## config.mk

```make
export PLATFORM = sky130hd
export DESIGN_NAME = assignment_stream_reader
export DESIGN_NICKNAME = d
export VERILOG_FILES = /design/src/rtl/kmeans_pkg.sv /design/src/rtl/assignment_stream_reader.sv
export SDC_FILE = /design/constraint.sdc
export NUM_CORES = 1
export LEC_CHECK = 0
export CAP_MARGIN = 5
export CORE_ASPECT_RATIO = 1.25
export CORE_MARGIN = 8
export CORE_UTILIZATION = 40
export DETAILED_ROUTE_END_ITERATION = 8
export HOLD_SLACK_MARGIN = 0.05
export RECOVER_POWER = 25
export SYNTH_ARGS = -nofsm -noshare
export SYNTH_HDL_FRONTEND = slang
export SYNTH_SLANG_ARGS = --single-unit
export TNS_END_PERCENT = 20
```

## constraint.sdc

```tcl
create_clock -name clk_i -period 3.45 [get_ports clk_i]
set_input_delay 0.69 -clock clk_i [delete_from_list [all_inputs] [get_ports clk_i]]
set_output_delay 0.69 -clock clk_i [all_outputs]
set_load 0.1 [all_outputs]
```

## src/rtl/kmeans_pkg.sv

```systemverilog
// Shared kmeans constants and the assignment-reader state encoding.
package kmeans_pkg;

  localparam int unsigned IO_BRAM_ADDR_SIZE_BITS_NB = 15;
  localparam int unsigned LANES_PER_WORD            = 4;
  localparam int unsigned ID_NB                     = 8;
  localparam int unsigned MAX_NUM_POINTS_NB         = 4096;
  localparam logic [IO_BRAM_ADDR_SIZE_BITS_NB-1:0] FCLUSTER_LADDR = 15'h0400;

  typedef enum logic [1:0] {
    ST_IDLE,
    ST_FETCH,
    ST_WAIT,
    ST_EMIT
  } rd_state_e;

endpackage

```

## src/rtl/assignment_stream_reader.sv

```systemverilog
// Streams packed 8-bit cluster IDs out of IO BRAM as one valid/ready beat per point.
// First beat 3 cycles after start, 2-cycle bubble per new word; beats hold stable under backpressure.
module assignment_stream_reader #(
  parameter int unsigned IO_ADDR_NB = kmeans_pkg::IO_BRAM_ADDR_SIZE_BITS_NB,
  parameter int unsigned WORD_NB    = 32,
  parameter int unsigned ID_NB      = kmeans_pkg::ID_NB,
  parameter logic [IO_ADDR_NB-1:0] BASE_ADDR = IO_ADDR_NB'(kmeans_pkg::FCLUSTER_LADDR),
  parameter int unsigned MAX_POINTS = kmeans_pkg::MAX_NUM_POINTS_NB
) (
  input  logic                  clk_i,
  input  logic                  reset_i,
  input  logic                  start_i,
  input  logic [15:0]           num_points_i,
  output logic                  ready_o,
  output logic [IO_ADDR_NB-1:0] io_addr_o,
  output logic                  io_we_o,
  input  logic [WORD_NB-1:0]    io_din_i,
  output logic                  id_valid_o,
  input  logic                  id_ready_i,
  output logic [ID_NB-1:0]      id_o,
  output logic [15:0]           id_idx_o,
  output logic                  id_last_o
);

  import kmeans_pkg::*;

  localparam int unsigned LANE_NB = $clog2(LANES_PER_WORD);
  localparam logic [LANE_NB-1:0] LAST_LANE = LANE_NB'(LANES_PER_WORD - 1);

  rd_state_e             r_state;
  rd_state_e             w_state_nxt;
  logic [IO_ADDR_NB-1:0] r_addr;
  logic [15:0]           r_idx;
  logic [15:0]           r_n;
  logic [WORD_NB-1:0]    r_buf;
  logic [LANE_NB-1:0]    r_lane;

  logic [15:0] w_n_clamped;
  logic        w_emit;
  logic        w_hs;
  logic        w_last;

  assign w_n_clamped = (num_points_i > 16'(MAX_POINTS)) ? 16'(MAX_POINTS) : num_points_i;
  assign w_emit      = (r_state == ST_EMIT);
  assign w_hs        = w_emit && id_ready_i;
  assign w_last      = (r_idx == (r_n - 16'd1));

  assign ready_o    = (r_state == ST_IDLE);
  assign io_addr_o  = r_addr;
  assign io_we_o    = 1'b0;
  assign id_valid_o = w_emit;
  assign id_o       = w_emit ? r_buf[r_lane*ID_NB +: ID_NB] : '0;
  assign id_idx_o   = r_idx;
  assign id_last_o  = w_emit && w_last;

  always_comb begin
    w_state_nxt = r_state;
    case (r_state)
      ST_IDLE:  if (start_i && (w_n_clamped != 16'd0)) w_state_nxt = ST_FETCH;
      ST_FETCH: w_state_nxt = ST_WAIT;
      ST_WAIT:  w_state_nxt = ST_EMIT;
      ST_EMIT: begin
        if (w_hs) begin
          if (w_last)                  w_state_nxt = ST_IDLE;
          else if (r_lane == LAST_LANE) w_state_nxt = ST_FETCH;
        end
      end
      default:  w_state_nxt = ST_IDLE;
    endcase
  end

  // Address parks at BASE_ADDR whenever idle so the BRAM port is quiet between runs.
  always_ff @(posedge clk_i or posedge reset_i) begin
    if (reset_i) begin
      r_state <= ST_IDLE;
      r_addr  <= BASE_ADDR;
      r_idx   <= '0;
      r_n     <= '0;
      r_buf   <= '0;
      r_lane  <= '0;
    end else begin
      r_state <= w_state_nxt;
      case (r_state)
        ST_IDLE: begin
          if (start_i && (w_n_clamped != 16'd0)) begin
            r_n    <= w_n_clamped;
            r_addr <= BASE_ADDR;
            r_idx  <= '0;
          end
        end
        ST_WAIT: begin
          r_buf  <= io_din_i;
          r_lane <= '0;
        end
        ST_EMIT: begin
          if (w_hs) begin
            r_idx  <= r_idx + 16'd1;
            r_lane <= r_lane + LANE_NB'(1);
            if (w_last)                   r_addr <= BASE_ADDR;
            else if (r_lane == LAST_LANE) r_addr <= r_addr + IO_ADDR_NB'(1);
          end
        end
        default: ;
      endcase
    end
  end

endmodule
```

* Word level (Yosys, flattened, before mapping)
Cells that the tools add are included.
Cells by class: add/sub/neg operators 4, $mul 0, divide/modulo/power cells 0, $lt $le $gt $ge 1, equal/unequal tests 8, shift-type cells 1, mux-type cells 17, bitwise logic cells 0, reductions and logical operators 12
Operators by type and width (number):
- $mux W15 | 4
- $mux W16 | 3
- $pmux W16 S2 | 1
- $shiftx A32 B6 Y8 | 1
- $pmux W15 S2 | 1
- $add A16 B1 Y16 const B | 1
- $eq A16 B16 Y1 | 1
- $gt A16 B13 Y1 const B | 1
- $reduce_bool A16 Y1 | 1
- $sub A16 B1 Y16 const B | 1
- $add A15 B1 Y15 const B | 1
- $mux W2 | 5
- $mux W8 | 1
- $pmux W2 S4 | 1
- $eq A2 B2 Y1 const B | 3
- $reduce_and A3 Y1 | 2
- $ne A2 B1 Y1 const B | 2
- $pmux W2 S2 | 1
- $reduce_and A2 Y1 | 2
- $reduce_and A4 Y1 | 1
- $reduce_bool A2 Y1 | 2
- $logic_and A1 B1 Y1 | 3
- $ne A3 B1 Y1 const B | 1
- $add A2 B1 Y2 const B | 1
- other kinds (2) | 2
Word-level totals: bits in registers 83, bits in latches 0, RAM bits 0, bits in read-only memories 0, output and inout bits 43, memories kept 0

* Logic depth before layout (Yosys ltp)
depth in word-level cells 6, gate-level depth with buffers 10, mapped depth without buffers 9

* Worst setup path after synthesis
No wires, ideal clock.
path type flip-flop to output port, start point register r_idx[5] (netlist: id_idx_o[5]), end point output id_last_o, arrival 3846 ps, required time 2760 ps, setup slack -1086 ps, cell stages (with the launch flop) 8, path through dfrtp_1 clkbuf_1 xnor2_1 or4_1 a21o_1 a2111oi_4 o2111ai_4 nor2_1
Between the ends: word-level cells in the longest chain between the ends 2
Ends and longest elaborated chain:
- from (decl) | line assignment_stream_reader.sv:33 | logic [15:0] r_idx;
- from (signal assigned) | line assignment_stream_reader.sv:97 | r_idx <= r_idx + 16'd1;
- $eq A16 B16 Y1 | line assignment_stream_reader.sv:46 | assign w_last = (r_idx == (r_n - 16'd1));
- $logic_and A1 B1 Y1 | line assignment_stream_reader.sv:54 | assign id_last_o = w_emit && w_last;
- to (decl) | line assignment_stream_reader.sv:22 | output logic id_last_o
Every way passes these cells.

* Worst setup path in the final report
start point register r_n[3], end point output id_last_o
Between the ends: word-level cells in the longest chain between the ends 3
Ends and longest elaborated chain:
- from (decl) | line assignment_stream_reader.sv:34 | logic [15:0] r_n;
- from (signal assigned) | line assignment_stream_reader.sv:86 | r_n <= w_n_clamped;
- $sub A16 B1 Y16 | line assignment_stream_reader.sv:46
- $eq A16 B16 Y1 | line assignment_stream_reader.sv:46
- $logic_and A1 B1 Y1 | line assignment_stream_reader.sv:54
Every way passes these cells.

==> flow_summary.ini <==
[status]
status = finished with violations
violations = negative setup slack

[synthesis]
synthesis.nets = 517
synth-seq-cells = 83
synthAdderAreaFrac_pct = 1.91
muxShareOfSynthArea_pct = 12.4
ys_types = 55
synth-compound-area-share_pct = 11.2
syn-cell-area_um2 = 4590
postSynthCellCount = 458
yosys_warnings = 0
synth-main-ff-cell = dfrtp_1
synth_xor_area_share_pct = 5.53
synth_edf_count = 0
seq_area_frac_synth_pct = 45.2
ys_async_sr_fraction_pct = 100
synthSimpleGateAreaFrac_pct = 20.0
synth_top_family_by_area = simple AND/OR/NAND/NOR gates
synth_area_per_cell_um2 = 10.0

[sta]
tightest_slew_ns = 1.35
setup-violations-final = 1
slew_headroom_pct = 9.46
setup_slack_ns = -0.105
fmax_ghz = 0.281
slew_violations = 0
rsz0062_at_grt = true
fin_crit_ns = 3.56
hold_viol_final = 0
fin_crit_sh_pct = 103
skew_ns = 0.00539
tns_ns = -0.105

[setup_path]
cp-end-kind = output pin
cp_data_required_time_ns = 2.76
cp_cell_sequence = or4_4 > or4_4 > a21o_1 > a2111oi_4 > o2111ai_4 > nor2_4 > buf_12
cp-start-kind = register
slowest_stage = or4_4
cp_max_fo = 2
crit_type = reg2out
crit_family = simple AND/OR/NAND/NOR gates
max_stage_delay_ns = 0.54
worstPathArrival_ns = 2.87
crit_top_cell = or4_4
path_buf_inv = 1

[clock_tree]
cts_sinks = 83
cts_tree = built
clock-root-buffer = clkbuf_16
h-tree-depth = 3
worstSkewPairLatency_ns = 0.34
numCtsBuffers = 9
clk_path_buf_depth = 2
worst_setup_hold_path_clk_slew_ns = 0.06

[cells_and_area]
syn_to_final_growth_pct = 29.1
final_nets = 612
fillers = 1006
stdcell_area_um2 = 5930
drive_gt1_share_pct = 24.6
antenna_cells = 0
fin_util_pct = 53.3

[floorplanning]
die_area_um2 = 15200
die_h_um = 136
ios = 95
coreArea_um2 = 11100
initial_core_util_pct = 41.3
rows = 43
die-width_um = 112

[routing]
via_per_inst = 5.55
drc = 0
drt-pass1-iter-count = 4
wirelength_um = 11900
drt_iter0_markers = 239
vias = 3846
ant_nets = 0
wl_per_cell_um = 17.2

[place]
io_buffer_count = 93
placed_area_um2 = 5640
hpwlAfterDp_um = 8880
gp_congestion = 0.851

[global_routing]
grt-ovfl-total = 0
grt_pass1_vias = 4108
grt_usage_pct = 16.5
grt_pass1_wl_um = 20100
grt_max_degree = 57
antenna_found_initial = 0

[power_and_ir_drop]
ir_worst_vdd_v = 0.000470
leakagePower_nw = 2.53
powerDensity_nw_per_um2 = 825

[worst_hold_path]
hp-class = reg2reg

[flow_run]
cap_violations = 0
## power breakdown
group	leakage (nW)	internal, mW	switching, mW
clock network	0.136	0.492	0.405
logic	1.32	0.989	1.54
registers	1.07	1.24	0.226
total	2.53	2.72	2.17
## flip-flops by register name (all words and copies together), names as in the netlist
register and flops:
id_idx_o 16, io_addr_o 15, r_state 2, r_n 16, r_lane 2, r_buf 32
## worst reg2reg max path: cells and delay by family, from the launching register on
family	cells	cell delay, ns
and+or+nand+nor	2	1.03
AOI/OAI and AO/OA	4	0.93
DFF	1	0.38
muxes	1	0.35
buffers and inverters	1	0.21
## placed cells by master, fill, tap and decap left out, drive strengths merged, types with 4 or more instances in the layout
master / instances
dfrtp: 82
buf: 60
nand2: 58
clkdlybuf4s50: 50
mux2: 33
nand3: 30
xnor2: 23
o21ai: 20
nor2: 20
and2: 16
a21oi: 15
inv: 15
nor4: 13
nor3: 12
o31ai: 9
clkbuf: 9
mux4: 8
ha: 7
xor2: 6
and4: 5
or2: 5
a31oi: 5
and3: 5
nand4: 4
clkinv: 4
## timing repair
action	CTS	global route
pin swaps	4	2
resized for setup	0	3
endpoints found under the hold margin	0	0
setup buffers	2	0
setup endpoints to repair	1	1
hold buffers	0	0
## synthesized netlist by cell type, types with 6 or more instances
library cell  count  area, µm²
nand3_1          30        150
o31ai_1           9       67.6
dfrtp_1          82       2050
xnor2_1          23        201
nor3_1           12       60.1
clkbuf_1         24       90.1
nor2_1           20       75.1
nand2_1          58        218
xor2_1            6       52.6
and2_1           13       81.3
o21ai_0          20        100
inv_1            14       52.6
a21oi_1          15       75.1
mux2_2           33        372
nor4_1           12       75.1
mux4_2            8        180
ha_1              7       87.6
## final cells by class
type | instances | area (µm²) | share of cell area [%]
clock buffers | 9 | 225 | 3.80
clock inverters | 7 | 52.6 | 0.886
inverters | 14 | 53.8 | 0.907
multi-input cells | 334 | 2380 | 40.1
flip-flops and latches | 83 | 2080 | 35.1
well taps | 135 | 169 | 2.85
repair buffers | 111 | 971 | 16.4
## kinds of logic after synthesis
group,after synthesis
compound gates,74
buf+inv,41
xor+xnor,29
other cells,1
fa+ha+maj,7
simple gates,180
flops,83
mux,43
## stage by stage
step           power [mW]  setup slack (ns)  hold WS, ns  cells
6_report             4.89            -0.105        0.505    693
5_1_grt              5.22            -0.193        0.520    693
4_1_cts              4.93            -0.178        0.506    693
3_5_place_dp         4.01             0.129        0.492    675
3_3_place_gp         3.96             0.168        0.487    675
2_1_floorplan        3.40          -0.00665        0.474    458
## worst paths after layout
kind                            from            to  slack, ns  depth (start not counted)
max                           r_n[3]     id_last_o      -0.11                          7
min                        r_buf[24]     r_buf[24]       0.50                          1
max reg2reg                   r_n[3]    r_state[1]       0.44                          8
min reg2reg                r_buf[24]     r_buf[24]       0.50                          1
max in group asynchronous    reset_i  io_addr_o[5]       0.56                          3
min in group asynchronous    reset_i        r_n[1]       1.10                          2
## metal layers
metal	vias to the layer above	track usage [%]	share of wire [%]	wire length [µm]
met1	1880	18.6	41	4900
met2	108	29.3	51	6100
met4	0	6.40	1.8	216
met3	14	4.21	5.8	693
li1	1844	-	-	-
met5	-	0	0	0
Note: power is estimated with default switching activity, not from simulation.
